## config.mk

```make
export PLATFORM = sky130hd
export DESIGN_NAME = relu_arbiter_flat
export DESIGN_NICKNAME = d
export VERILOG_FILES = /design/src/rtl/relu_arbiter_pkg.sv /design/src/rtl/relu_arbiter_if.sv /design/src/rtl/relu_arbiter_relu_sat.sv /design/src/rtl/relu_arbiter.sv /design/src/flat_wrapper.sv
export SDC_FILE = /design/constraint.sdc
export NUM_CORES = 1
export LEC_CHECK = 0
export CAP_MARGIN = 40
export CORE_MARGIN = 1.5
export CORE_UTILIZATION = 55
export DETAILED_ROUTE_END_ITERATION = 10
export DONT_BUFFER_PORTS = 1
export GPL_TIMING_DRIVEN = 0
export PLACE_DENSITY = 0.7
export RECOVER_POWER = 50
export SLEW_MARGIN = 10
export SYNTH_ARGS = -nofsm -noshare
export SYNTH_HDL_FRONTEND = slang
export SYNTH_HIERARCHICAL = 1
export SYNTH_SLANG_ARGS = --single-unit
export TNS_END_PERCENT = 10
```

## constraint.sdc

```tcl
create_clock -name clk -period 3.2 [get_ports clk]
set_input_delay 0.64 -clock clk [delete_from_list [all_inputs] [get_ports clk]]
set_output_delay 0.64 -clock clk [all_outputs]
set_load 0.02 [all_outputs]
```

## src/rtl/relu_arbiter_pkg.sv

```systemverilog
// Shared types and constants for the round-robin ReLU scheduler.
package relu_arbiter_pkg;

    localparam int unsigned SAT_MAX_W = 64;

    typedef enum logic [1:0] {
        IDLE = 2'd0,
        RUN  = 2'd1,
        DONE = 2'd2
    } state_t;

    // Largest positive value of a dw-bit signed result: {0, all ones}.
    function automatic logic [SAT_MAX_W-1:0] sat_value(input int unsigned dw);
        return (SAT_MAX_W'(1) << (dw - 1)) - SAT_MAX_W'(1);
    endfunction

endpackage

```

## src/rtl/relu_arbiter_if.sv

```systemverilog
// Request/grant and result-stream bundle between the neuron accumulators, the scheduler and downstream.
interface relu_arbiter_if #(
    parameter int unsigned NUM_REQ    = 4,
    parameter int unsigned DATA_WIDTH = 16,
    parameter int unsigned LAYER_SIZE = 30
);
    localparam int unsigned ID_W  = $clog2(NUM_REQ);
    localparam int unsigned IDX_W = $clog2(LAYER_SIZE + 1);

    logic [NUM_REQ-1:0]              req;
    logic [NUM_REQ*2*DATA_WIDTH-1:0] sum;
    logic [NUM_REQ-1:0]              gnt;
    logic                            out_valid;
    logic                            out_ready;
    logic [DATA_WIDTH-1:0]           out_data;
    logic [ID_W-1:0]                 out_id;
    logic [IDX_W-1:0]                out_idx;

    modport slave (
        input  req, sum, out_ready,
        output gnt, out_valid, out_data, out_id, out_idx
    );

    modport master (
        output req, sum, out_ready,
        input  gnt, out_valid, out_data, out_id, out_idx
    );

endinterface

```

## src/rtl/relu_arbiter_relu_sat.sv

```systemverilog
// Saturating ReLU: clamps negatives to zero, saturates values that overflow the
// integer field, otherwise takes the fixed-point slice below the weight integer bits.
module relu_sat
    import relu_arbiter_pkg::*;
#(
    parameter int unsigned DATA_WIDTH       = 16,
    parameter int unsigned WEIGHT_INT_WIDTH = 4
) (
    input  logic [2*DATA_WIDTH-1:0] x,
    output logic [DATA_WIDTH-1:0]   y_c
);

    localparam int unsigned XW        = 2 * DATA_WIDTH;
    localparam int unsigned HI_W      = WEIGHT_INT_WIDTH + 1;
    localparam int unsigned SLICE_MSB = XW - 1 - WEIGHT_INT_WIDTH;
    localparam logic [DATA_WIDTH-1:0] SAT = DATA_WIDTH'(sat_value(DATA_WIDTH));

    always_comb begin
        y_c = '0;
        if (x[XW-1]) begin
            y_c = '0;
        end else if (|x[XW-1 -: HI_W]) begin
            y_c = SAT;
        end else begin
            y_c = x[SLICE_MSB -: DATA_WIDTH];
        end
    end

endmodule

```

## src/rtl/relu_arbiter.sv

```systemverilog
// Layer scheduler: round-robin grants neuron sums into one ReLU unit and streams
// tagged results over valid/ready, pulsing done after the last result of a layer.
module relu_arbiter
    import relu_arbiter_pkg::*;
#(
    parameter int unsigned DATA_WIDTH       = 16,
    parameter int unsigned WEIGHT_INT_WIDTH = 4,
    parameter int unsigned NUM_REQ          = 4,
    parameter int unsigned LAYER_SIZE       = 30
) (
    input  logic          clk,
    input  logic          rst_n,
    input  logic          start,
    output logic          busy,
    output logic          done,
    relu_arbiter_if.slave bus
);

    localparam int unsigned XW    = 2 * DATA_WIDTH;
    localparam int unsigned ID_W  = $clog2(NUM_REQ);
    localparam int unsigned IDX_W = $clog2(LAYER_SIZE + 1);

    state_t                state;
    state_t                state_next;
    logic [ID_W-1:0]       ptr;
    logic [ID_W-1:0]       rr_idx;
    logic [ID_W-1:0]       win_id;
    logic                  found;
    logic [IDX_W-1:0]      issued;
    logic                  issue;
    logic                  hs;
    logic                  last_hs;
    logic [NUM_REQ-1:0]    gnt_vec;
    logic [XW-1:0]         win_sum;
    logic [DATA_WIDTH-1:0] act;

    // Round-robin search starting at the priority pointer.
    always_comb begin
        found  = 1'b0;
        win_id = '0;
        rr_idx = '0;
        for (int unsigned k = 0; k < NUM_REQ; k++) begin
            rr_idx = ID_W'((32'(ptr) + k) % NUM_REQ);
            if (!found && bus.req[rr_idx]) begin
                found  = 1'b1;
                win_id = rr_idx;
            end
        end
    end

    assign hs      = bus.out_valid && bus.out_ready;
    assign last_hs = hs && (bus.out_idx == IDX_W'(LAYER_SIZE - 1));
    assign issue   = (state == RUN) && (issued < IDX_W'(LAYER_SIZE)) && found
                     && (!bus.out_valid || bus.out_ready);
    assign win_sum = bus.sum[32'(win_id) * XW +: XW];

    always_comb begin
        gnt_vec = '0;
        if (issue) begin
            gnt_vec[win_id] = 1'b1;
        end
    end

    assign bus.gnt = gnt_vec;

    relu_sat #(
        .DATA_WIDTH       (DATA_WIDTH),
        .WEIGHT_INT_WIDTH (WEIGHT_INT_WIDTH)
    ) u_relu_sat (
        .x   (win_sum),
        .y_c (act)
    );

    always_comb begin
        state_next = state;
        unique case (state)
            IDLE:    if (start) state_next = RUN;
            RUN:     if (last_hs) state_next = DONE;
            DONE:    state_next = IDLE;
            default: state_next = IDLE;
        endcase
    end

    // busy/done are registered copies of the state being entered.
    always_ff @(posedge clk or negedge rst_n) begin
        if (!rst_n) begin
            state <= IDLE;
            busy  <= 1'b0;
            done  <= 1'b0;
        end else begin
            state <= state_next;
            busy  <= (state_next == RUN);
            done  <= (state_next == DONE);
        end
    end

    // Result register, priority pointer and per-layer issue count.
    always_ff @(posedge clk or negedge rst_n) begin
        if (!rst_n) begin
            ptr           <= '0;
            issued        <= '0;
            bus.out_valid <= 1'b0;
            bus.out_data  <= '0;
            bus.out_id    <= '0;
            bus.out_idx   <= '0;
        end else begin
            if ((state == IDLE) && start) begin
                issued <= '0;
            end else if (issue) begin
                issued <= issued + IDX_W'(1);
            end

            if (issue) begin
                ptr           <= (win_id == ID_W'(NUM_REQ - 1)) ? '0 : win_id + ID_W'(1);
                bus.out_valid <= 1'b1;
                bus.out_data  <= act;
                bus.out_id    <= win_id;
                bus.out_idx   <= issued;
            end else if (hs) begin
                bus.out_valid <= 1'b0;
            end
        end
    end

endmodule
```

## src/flat_wrapper.sv

```systemverilog
// flat-port wrapper written by rule: the top's interface ports become plain ports
module relu_arbiter_flat import relu_arbiter_pkg::*;
#(
    parameter int unsigned DATA_WIDTH       = 16,
    parameter int unsigned WEIGHT_INT_WIDTH = 4,
    parameter int unsigned NUM_REQ          = 4,
    parameter int unsigned LAYER_SIZE       = 30
)
  (clk, rst_n, start, busy, done, bus_req, bus_sum, bus_out_ready, bus_gnt, bus_out_valid, bus_out_data, bus_out_id, bus_out_idx);
  relu_arbiter_if #(.NUM_REQ(NUM_REQ), .DATA_WIDTH(DATA_WIDTH), .LAYER_SIZE(LAYER_SIZE)) bus_i ();
  input  logic clk;
  input  logic rst_n;
  input  logic start;
  output logic busy;
  output logic done;
  input wire logic [$bits(bus_i.req)-1:0] bus_req;
  input wire logic [$bits(bus_i.sum)-1:0] bus_sum;
  input wire logic [$bits(bus_i.out_ready)-1:0] bus_out_ready;
  output wire logic [$bits(bus_i.gnt)-1:0] bus_gnt;
  output wire logic [$bits(bus_i.out_valid)-1:0] bus_out_valid;
  output wire logic [$bits(bus_i.out_data)-1:0] bus_out_data;
  output wire logic [$bits(bus_i.out_id)-1:0] bus_out_id;
  output wire logic [$bits(bus_i.out_idx)-1:0] bus_out_idx;
  assign bus_i.req = bus_req;
  assign bus_i.sum = bus_sum;
  assign bus_i.out_ready = bus_out_ready;
  assign bus_gnt = bus_i.gnt;
  assign bus_out_valid = bus_i.out_valid;
  assign bus_out_data = bus_i.out_data;
  assign bus_out_id = bus_i.out_id;
  assign bus_out_idx = bus_i.out_idx;
  relu_arbiter #(.DATA_WIDTH(DATA_WIDTH), .WEIGHT_INT_WIDTH(WEIGHT_INT_WIDTH), .NUM_REQ(NUM_REQ), .LAYER_SIZE(LAYER_SIZE)) u_core (.clk(clk), .rst_n(rst_n), .start(start), .busy(busy), .done(done), .bus(bus_i));
endmodule
```

# Word level (Yosys, flattened, before mapping)

Index checks and enable logic that the tools add are counted.

Bits in registers: 35
Input port bits: 136
Output and inout port bits: 30
Logic and storage cells: 75

$add $sub $neg: 5
$lt $le $gt $ge: 7
Equality and inequality tests: 5
Shift operators: 1
Mux-type cells: 29
Reduce and logical (&&, ||, !) cells: 19

Operators with widths:

| operator              | number |
|---|---|
| $shiftx A128 B8 Y32   | 1 |
| $mux W16              | 2 |
| $lt A2 B3 Y1 const B  | 5 |
| $mux W2               | 7 |
| $mux W1               | 11 |
| $logic_and A1 B1 Y1   | 10 |
| $mux W5               | 2 |
| $bmux W1 S2           | 4 |
| $add A5 B1 Y5 const B | 1 |
| $eq A5 B5 Y1 const B  | 1 |
| $lt A5 B5 Y1 const B  | 1 |
| $reduce_or A5 Y1      | 1 |
| $add A2 B1 Y2 const B | 2 |
| $add A2 B2 Y2 const B | 2 |
| $eq A2 B1 Y1 const B  | 2 |
| $eq A2 B2 Y1 const B  | 2 |
| $logic_not A1 Y1      | 4 |
| $mux W4               | 1 |
| $pmux W2 S2           | 1 |
| $reduce_bool A2 Y1    | 2 |
| $demux W1 S2          | 1 |
| $ge A2 B1 Y1 const B  | 1 |
| $logic_not A2 Y1      | 1 |
| $logic_or A1 B1 Y1    | 1 |

# Depth between registers and ports, before layout

Gate-level depths: netlist of run 1.

Depth after elaboration: 17
Gate-level depth with buffers: 12

# Hierarchy

Netlist of run 1, hierarchy kept.

Modules (own cells, without submodules):

| module       | times used | cells each | area each (µm²) | sequential area each (µm²) |
|---|---|---|---|---|
| relu_arbiter | 1          | 223        | 2,582.5         | 875.8 |
| relu_sat     | 1          | 35         | 178.9           | 0.0 |

# Worst setup path after synthesis of run 1

Ideal clock, no wire load.

Path type: in2reg
Start: in bus_req[0]
End: reg u_core.bus.out_data[5]
Setup time: 0.125 ns
Arrival: 2.565 ns
Required time: 3.075 ns
Setup slack: 0.511 ns
Stages: 12
Buffers on the path: 4
Path through: a21o_1 > a21oi_1 > o22a_1 > buf_6 > buf_6 > buf_8 > mux2i_1 > mux2i_1 > nor4_4 > buf_6 > a21oi_1 > mux2_2

Longest elaborated chain between the ends: 16
Elaborated cells on any way between the ends: 28
Classes of those cells: shift: 1; mux: 18; reduce/logical: 9

Ends and longest elaborated chain:

| what                          | RTL line                    | text |
|---|---|---|
| start: declaration            | flat_wrapper.sv:16          | `input wire logic [$bits(bus_i.req)-1:0] bus_req;` |
| $bmux W1 S2                   | relu_arbiter.sv:44          | `if (!found && bus.req[rr_idx]) begin` |
| $mux W1 (not written as such) | relu_arbiter.sv:44          |  |
| $mux W1                       | relu_arbiter.sv:44          |  |
| $logic_not A1 Y1              | relu_arbiter.sv:44          |  |
| $logic_and A1 B1 Y1           | relu_arbiter.sv:44          |  |
| $mux W1                       | relu_arbiter.sv:44          |  |
| $logic_not A1 Y1              | relu_arbiter.sv:44          |  |
| $logic_and A1 B1 Y1           | relu_arbiter.sv:44          |  |
| (+2 left out)                 | n/a                         |  |
| $logic_and A1 B1 Y1           | relu_arbiter.sv:44          |  |
| $mux W2 *                     | relu_arbiter.sv:44          |  |
| $shiftx A128 B8 Y32 *         | relu_arbiter.sv:55          | `assign win_sum = bus.sum[32'(win_id) * XW +: XW];` |
| named net u_core.win_sum[27]  | relu_arbiter.sv:34          | `logic [XW-1:0] win_sum;` |
| $reduce_or A5 Y1 *            | relu_arbiter_relu_sat.sv:22 | `end else if (\|x[XW-1 -: HI_W]) begin` |
| $mux W16 *                    | relu_arbiter_relu_sat.sv:22 |  |
| $mux W16 *                    | relu_arbiter_relu_sat.sv:20 | `if (x[XW-1]) begin` |
| named net u_core.act[5]       | relu_arbiter.sv:35          | `logic [DATA_WIDTH-1:0] act;` |
| end signal: assignment        | relu_arbiter.sv:116         | `bus.out_data <= act;` |
| end: declaration              | relu_arbiter_if.sv:21       | `output gnt, out_valid, out_data, out_id, out_idx` |

The timed path passes the listed nets; every way through them passes the cells marked *. The select of a mux whose other input is x is not followed.
A chain may end at the register's enable or synchronous reset.

# Worst setup path in the final report of run 1

Start: reg u_core.ptr[1]
End: out bus_gnt[2]

Longest elaborated chain between the ends: 17
Elaborated cells on any way between the ends: 33
Classes of those cells: add/sub: 3; order compare: 2; mux: 19; reduce/logical: 9

Ends and longest elaborated chain:

| what                                                  | RTL line            | text |
|---|---|---|
| start: declaration                                    | relu_arbiter.sv:25  | `logic [ID_W-1:0] ptr;` |
| start signal: assignment                              | relu_arbiter.sv:114 | `ptr <= (win_id == ID_W'(NUM_REQ - 1)) ? '0 : win_id + ID_W'(1);` |
| branches (longest 16 deep; another with $lt A2 B3 Y1) | n/a                 |  |
| $mux W4 *                                             | relu_arbiter.sv:59  | `if (issue) begin` |
| end: declaration                                      | flat_wrapper.sv:19  | `output wire logic [$bits(bus_i.gnt)-1:0] bus_gnt;` |

Every way passes the cells marked *. The select of a mux whose other input is x is not followed.

==> results.sh, run 1 <==
export IMPL_postCtsSetupBuffers=0
export IMPL_vias_per_cell=6.03
export IMPL_finalSetupViolCount=0
export IMPL_initial_utilization_pct=58.8
export IMPL_ios=166
export IMPL_fin_util_pct=62.7
export IMPL_filler_cell_count=341
export IMPL_critPathRequiredTime_ns=2.56
export IMPL_wl_um=5660
export IMPL_post_route_period_util_pct=88.8
export IMPL_io_buffers=0
export IMPL_finalSetupTns_ns=0
export IMPL_globalRouteTotalUtil_pct=23.9
export IMPL_ys_warn_count=6
export IMPL_cts_inserted_buffers=5
export IMPL_drive_gt1_share_pct=22.2
export IMPL_path_class="reg2out"
export IMPL_maxSlewViolCount=0
export IMPL_max_vdd_ir_drop_mv=0.533
export IMPL_startpoint_type="flop"
export IMPL_hold_class="in2async"
export IMPL_worstPathArrival_ns=2.20
export IMPL_cts_root_buf="clkbuf_8"
export IMPL_synth_area_um2=2400
export IMPL_drc_errors=0
export IMPL_antennaDiodeCount=0
export IMPL_synth_avg_cell_area_um2=10.8
export IMPL_grt_pass1_wl_um=8860
export IMPL_grt_max_degree=36
export IMPL_skew_ns=0.00930
export IMPL_outcome="completed"
export IMPL_p_leak_uw=0.00122
export IMPL_syn_inst=222
export IMPL_fmax_mhz=352
export IMPL_maxCapViolations=0
export IMPL_die_area_um2=4770
export IMPL_rsz0062_at_grt="false"
export IMPL_holdBufCountCts=0
export IMPL_htreeDepth=2
export IMPL_dr_pass1_iters=4
export IMPL_clk_pin_slew_worst_paths_ns=0.07
export IMPL_drt_iter0_markers=71
export IMPL_overflow=0
export IMPL_grt_pass1_vias=1802
export IMPL_cts_resized=0
export IMPL_end_kind="primary output"
export IMPL_period_needed_ns=2.84
export IMPL_area_delta_synth_final_pct=6.77
export IMPL_rows=23
export IMPL_insertion_delay_ns=0.28
export IMPL_core_um2=4090
export IMPL_syn_num_nets=360
export IMPL_p_per_area_nw_per_um2=992
export IMPL_dpl_hpwl_um=4610
export IMPL_detail_route_antenna_nets=0
export IMPL_instances_no_fill=280
export IMPL_antenna_found_initial=0
export IMPL_gp_congestion=0.867
export IMPL_total_power_uw=2540
export IMPL_cts_max_path_buffers=2
export IMPL_vias=1688
export IMPL_dp_slack_ns=0.302
export IMPL_crit_fanout=9
export IMPL_nNetsFinal=367
export IMPL_hold_viol_final=0
export IMPL_worst_pin_slew_ns=0.725
export IMPL_die_w_um=69.1
export IMPL_die_h_um=69.1
export IMPL_wl_per_cell_um=20.2
export IMPL_setup_ws_ns=0.358
export IMPL_placed_cells=272
export IMPL_cts_sinks=35
export IMPL_relSlewSlack_pct=51.6
export IMPL_r2r_start="u_core/ptr[1]"
export IMPL_cts_tree="yes"
export IMPL_critical_path_startpoint="u_core/ptr[1]"
==> cell type report <==
type | instances | area (um^2) | area share, %
clock inverter | 1 | 7.51 | 0.293
sequential | 35 | 876 | 34.2
clock buffer | 7 | 96.3 | 3.76
tap | 50 | 62.6 | 2.44
multi-input combinational | 150 | 1290 | 50.4
buffer | 18 | 159 | 6.20
inverter | 19 | 71.3 | 2.78
==> power breakdown <==
group	switching, uW	internal [uW]	total [uW]
combinational	564	607	1170
clock	151	196	347
sequential	375	648	1020
==> worst max-delay path, cell delays in order, from the launching register on <==
cell and delay [ns]:
dfrtp_1 0.43, a21o_1 0.18, a21oi_1 0.14, o22a_1 0.18, buf_6 0.13, buf_6 0.13, buf_8 0.14, nor3b_1 0.57
==> final timing paths <==
path | to | slack, ns | cells past startpoint
worst max-delay path | bus_gnt[2] | 0.36 | 7
worst min-delay path | u_core/bus.out_data[9] | 0.04 | 0
worst max register to register | u_core/bus.out_data[10] | 0.52 | 12
worst min register to register | u_core/ptr[0] | 0.55 | 2
max in group asynchronous | u_core/bus.out_idx[1] | 3.06 | 0
min in group clk | u_core/state[1] | 0.54 | 2
==> registers in the layout (all words and copies together), names as in the netlist <==
name and count:
u_core/bus.out_idx 5, u_core/issued 5, u_core/busy 1, u_core/bus.out_valid 1, u_core/state 2, u_core/bus.out_data 16, u_core/done 1, u_core/ptr 2
u_core/bus.out_id 2
==> through the flow <==
step	hold slack (ns)	instance area, um^2
3_5_place_dp	0.345	2460
5_1_grt	0.0112	2560
4_1_cts	0.0273	2570
6_report	0.0429	2560
2_1_floorplan	0.344	2400
3_3_place_gp	0.345	2460
==> metal layers <==
metal  GRT usage [%]  part of all wire, %
met1            24.9                   36
met2            39.6                   49
met3            15.5                   14
met4            6.75                 0.71
met5               0                    0
==> placed cells by master (no fill, tap or decap), types with 2 or more instances in the layout <==
cell and count:
buf_4 9, o21bai_1 2, nor4_1 2, a21oi_1 19
nand4_1 2, nor2b_1 2, nand3_1 3, nor3_1 2
inv_1 19, mux2i_1 61, buf_6 6, dfrtp_1 35
ha_1 2, mux2_2 24, clkbuf_8 7, nor2_1 6
nor3b_1 3, nand2_1 3, nand2b_1 4, or3_1 2
Power figures use the tool's default switching activity.
==> run 2, diff against run 1 <==
- CORE_UTILIZATION: 55 -> 64
- PLACE_DENSITY: 0.7 -> 0.8
==> run 2 against run 1 <==
Register-to-register slack barely moved. Die area fell by 13%. Combinational power about the same. Critical path depth did not move. Count of clock-buffer cells in the layout stayed put. Clock skew down 0.0065 ns. Via count is 0.77% higher. Final cell count is 0.71% lower.
==> results.sh, run 2 (synthesis gave the netlist of run 1 again) <==
export IMPL_critical_path_top_delay_family="simple AND/OR/NAND/NOR gates"
export IMPL_gp_congestion=0.777
export IMPL_outcome="completed"
export IMPL_dr_pass1_iters=4
export IMPL_final_area_um2=2560
export IMPL_hold_class="in2async"
export IMPL_max_flop_register="u_core/bus.out_data"
export IMPL_area_delta_synth_final_pct=6.67
export IMPL_p_int_uw=1460
export IMPL_dp_slack_ns=0.310
export IMPL_finalSetupViolCount=0
export IMPL_cts_inserted_buffers=5
export IMPL_rsz0062_at_grt="false"
export IMPL_period_needed_ns=2.83
export IMPL_switching_share_pct=43.4
export IMPL_finalSetupTns_ns=0
export IMPL_pwr_share_clk_pct=13.5
export IMPL_dpl_hpwl_um=4210
export IMPL_seqPwrFrac_pct=39.9
export IMPL_cts_sinks=35
export IMPL_initial_utilization_pct=66.1
export IMPL_worst_pin_slew_ns=0.795
export IMPL_die_w_um=64.3
export IMPL_relSlewSlack_pct=46.9
export IMPL_crit_chain="a21o_1, a21oi_1, o22a_1, buf_6, buf_6, buf_8, nor3b_1"
export IMPL_wl_per_cell_um=19.7
export IMPL_grt_pass1_vias=1870
export IMPL_p_per_area_nw_per_um2=1000
export IMPL_grt_pass1_wl_um=8690
export IMPL_layout_common_cells="mux2i_1, dfrtp_1, mux2_2, inv_1, a21oi_1"
export IMPL_drive_gt1_share_pct=22.2
export IMPL_detail_route_antenna_nets=0
export IMPL_die_h_um=64.3
export IMPL_startpoint_type="flop"
export IMPL_nNetsFinal=367
export IMPL_drc_errors=0
export IMPL_crit_fanout=9
export IMPL_fmax_mhz=353
export IMPL_io_buffers=0
export IMPL_antennaDiodeCount=0
export IMPL_wl_um=5470
export IMPL_hold_viol_final=0
export IMPL_rows=22
export IMPL_worstPathArrival_ns=2.19
export IMPL_post_route_period_util_pct=88.4
export IMPL_maxSlewViolCount=0
export IMPL_ios=166
export IMPL_final_common_cell="mux2i_1"
export IMPL_cts_resized=0
export IMPL_vias=1701
export IMPL_reg_top3="u_core/bus.out_data (16), u_core/bus.out_idx (5), u_core/issued (5)"
export IMPL_holdBufCountCts=0
export IMPL_skew_ns=0.00275
export IMPL_post_dp_cell_area_um2=2460
export IMPL_p_leak_uw=0.00122
export IMPL_htreeDepth=2
export IMPL_total_power_uw=2570
export IMPL_end_kind="primary output"
export IMPL_setup_ws_ns=0.371
export IMPL_antenna_found_initial=0
export IMPL_cts_root_buf="clkbuf_8"
export IMPL_combPwrFrac_pct=46.6
export IMPL_largest_register_ffs=16
export IMPL_slowest_stage="nor3b_1"
export IMPL_cts_tree="yes"
export IMPL_critPathRequiredTime_ns=2.56
export IMPL_drt_iter0_markers=67
export IMPL_path_class="reg2out"
export IMPL_vias_per_cell=6.12
export IMPL_globalRouteTotalUtil_pct=27.5
export IMPL_p_switching_uw=1110
export IMPL_postCtsSetupBuffers=0
export IMPL_die_area_um2=4130
export IMPL_grt_max_degree=36
export IMPL_core_um2=3630
export IMPL_crit_top_cell="buf_6"
export IMPL_clk_pin_slew_worst_paths_ns=0.07
export IMPL_maxCapViolations=0
export IMPL_crit_buf_inv=3
export IMPL_cts_max_path_buffers=2
export IMPL_overflow=0
export IMPL_insertion_delay_ns=0.28
export IMPL_critical_path_max_stage_delay_ns=0.58
export IMPL_max_vdd_ir_drop_mv=0.562
==> run 2: cell counts in the layout (fill, tap and decap cells not counted) <==
Identical to the previous run, type by type.
==> run 2: path summary, 6_finish.rpt <==
path	from	slack (ns)	depth (start not counted)	end
setup / recovery	u_core/ptr[1]	0.37	7	bus_gnt[2]
hold / removal	rst_n	0.05	0	u_core/issued[3]
setup reg to reg	u_core/ptr[1]	0.52	11	u_core/bus.out_data[7]
hold reg to reg	u_core/ptr[0]	0.55	2	u_core/ptr[0]
max in group asynchronous	rst_n	3.08	0	u_core/state[0]
min in group clk	bus_out_ready	0.55	2	u_core/state[1]
==> run 2: cell type report <==
| type | instances | area (um^2) |
|---|---|---|
| flip-flops and latches | 35 | 876 |
| inverters | 19 | 71.3 |
| clock inverters | 1 | 7.51 |
| plain buffers | 18 | 159 |
| fillers | 270 | 1070 |
| multi-input cells | 150 | 1290 |
| well taps | 48 | 60.1 |
| clock buffers | 7 | 96.3 |
==> run 2: worst reg2reg max path: cells and delay by family, from the launching register on <==
kind	cells	cell delay (ns)
AND/OR/NAND/NOR	1	0.44
buffers and inverters	3	0.50
AO/OA/AOI/OAI	4	0.60
flip-flops	1	0.42
multiplexers	3	0.62
==> run 2: metal layers <==
layer	part of all wire (%)	wire length [um]	track usage, %
met2	52	2870	50.7
met5	0	0	0
met1	37	2050	30.5
met4	1.4	79	9.04
met3	8.7	475	7.22
==> run 2: power by group through the flow <==
| stage | registers (uW) | clock network [uW] | logic (uW) |
|---|---|---|---|
| floorplan | 966 | 0 | 1000 |
| global placement | 1020 | 0 | 1120 |
| detailed placement | 1030 | 0 | 1180 |
| CTS | 1030 | 356 | 1200 |
| global route | 1050 | 373 | 1300 |
| finish | 1030 | 347 | 1200 |
==> run 2: through the flow <==
| stage | hold WS (ns) | util, % | instances |
|---|---|---|---|
| after global routing | 0.0307 | 70.5 | 278 |
| after detailed placement | 0.345 | 67.7 | 270 |
| after CTS | 0.0391 | 70.6 | 278 |
| after floorplan | 0.344 | - | 222 |
| final | 0.0458 | 70.5 | 278 |
| after global placement | 0.345 | 67.7 | 270 |
==> run 3, diff against run 2 <==
- CORE_UTILIZATION: 64 -> 55
- PLACE_DENSITY: 0.8 -> 0.7
- SKIP_LAST_GASP: not set -> 1
==> results of run 3 <==
The final DEF is identical to that of run 1; final timing and power are the same.
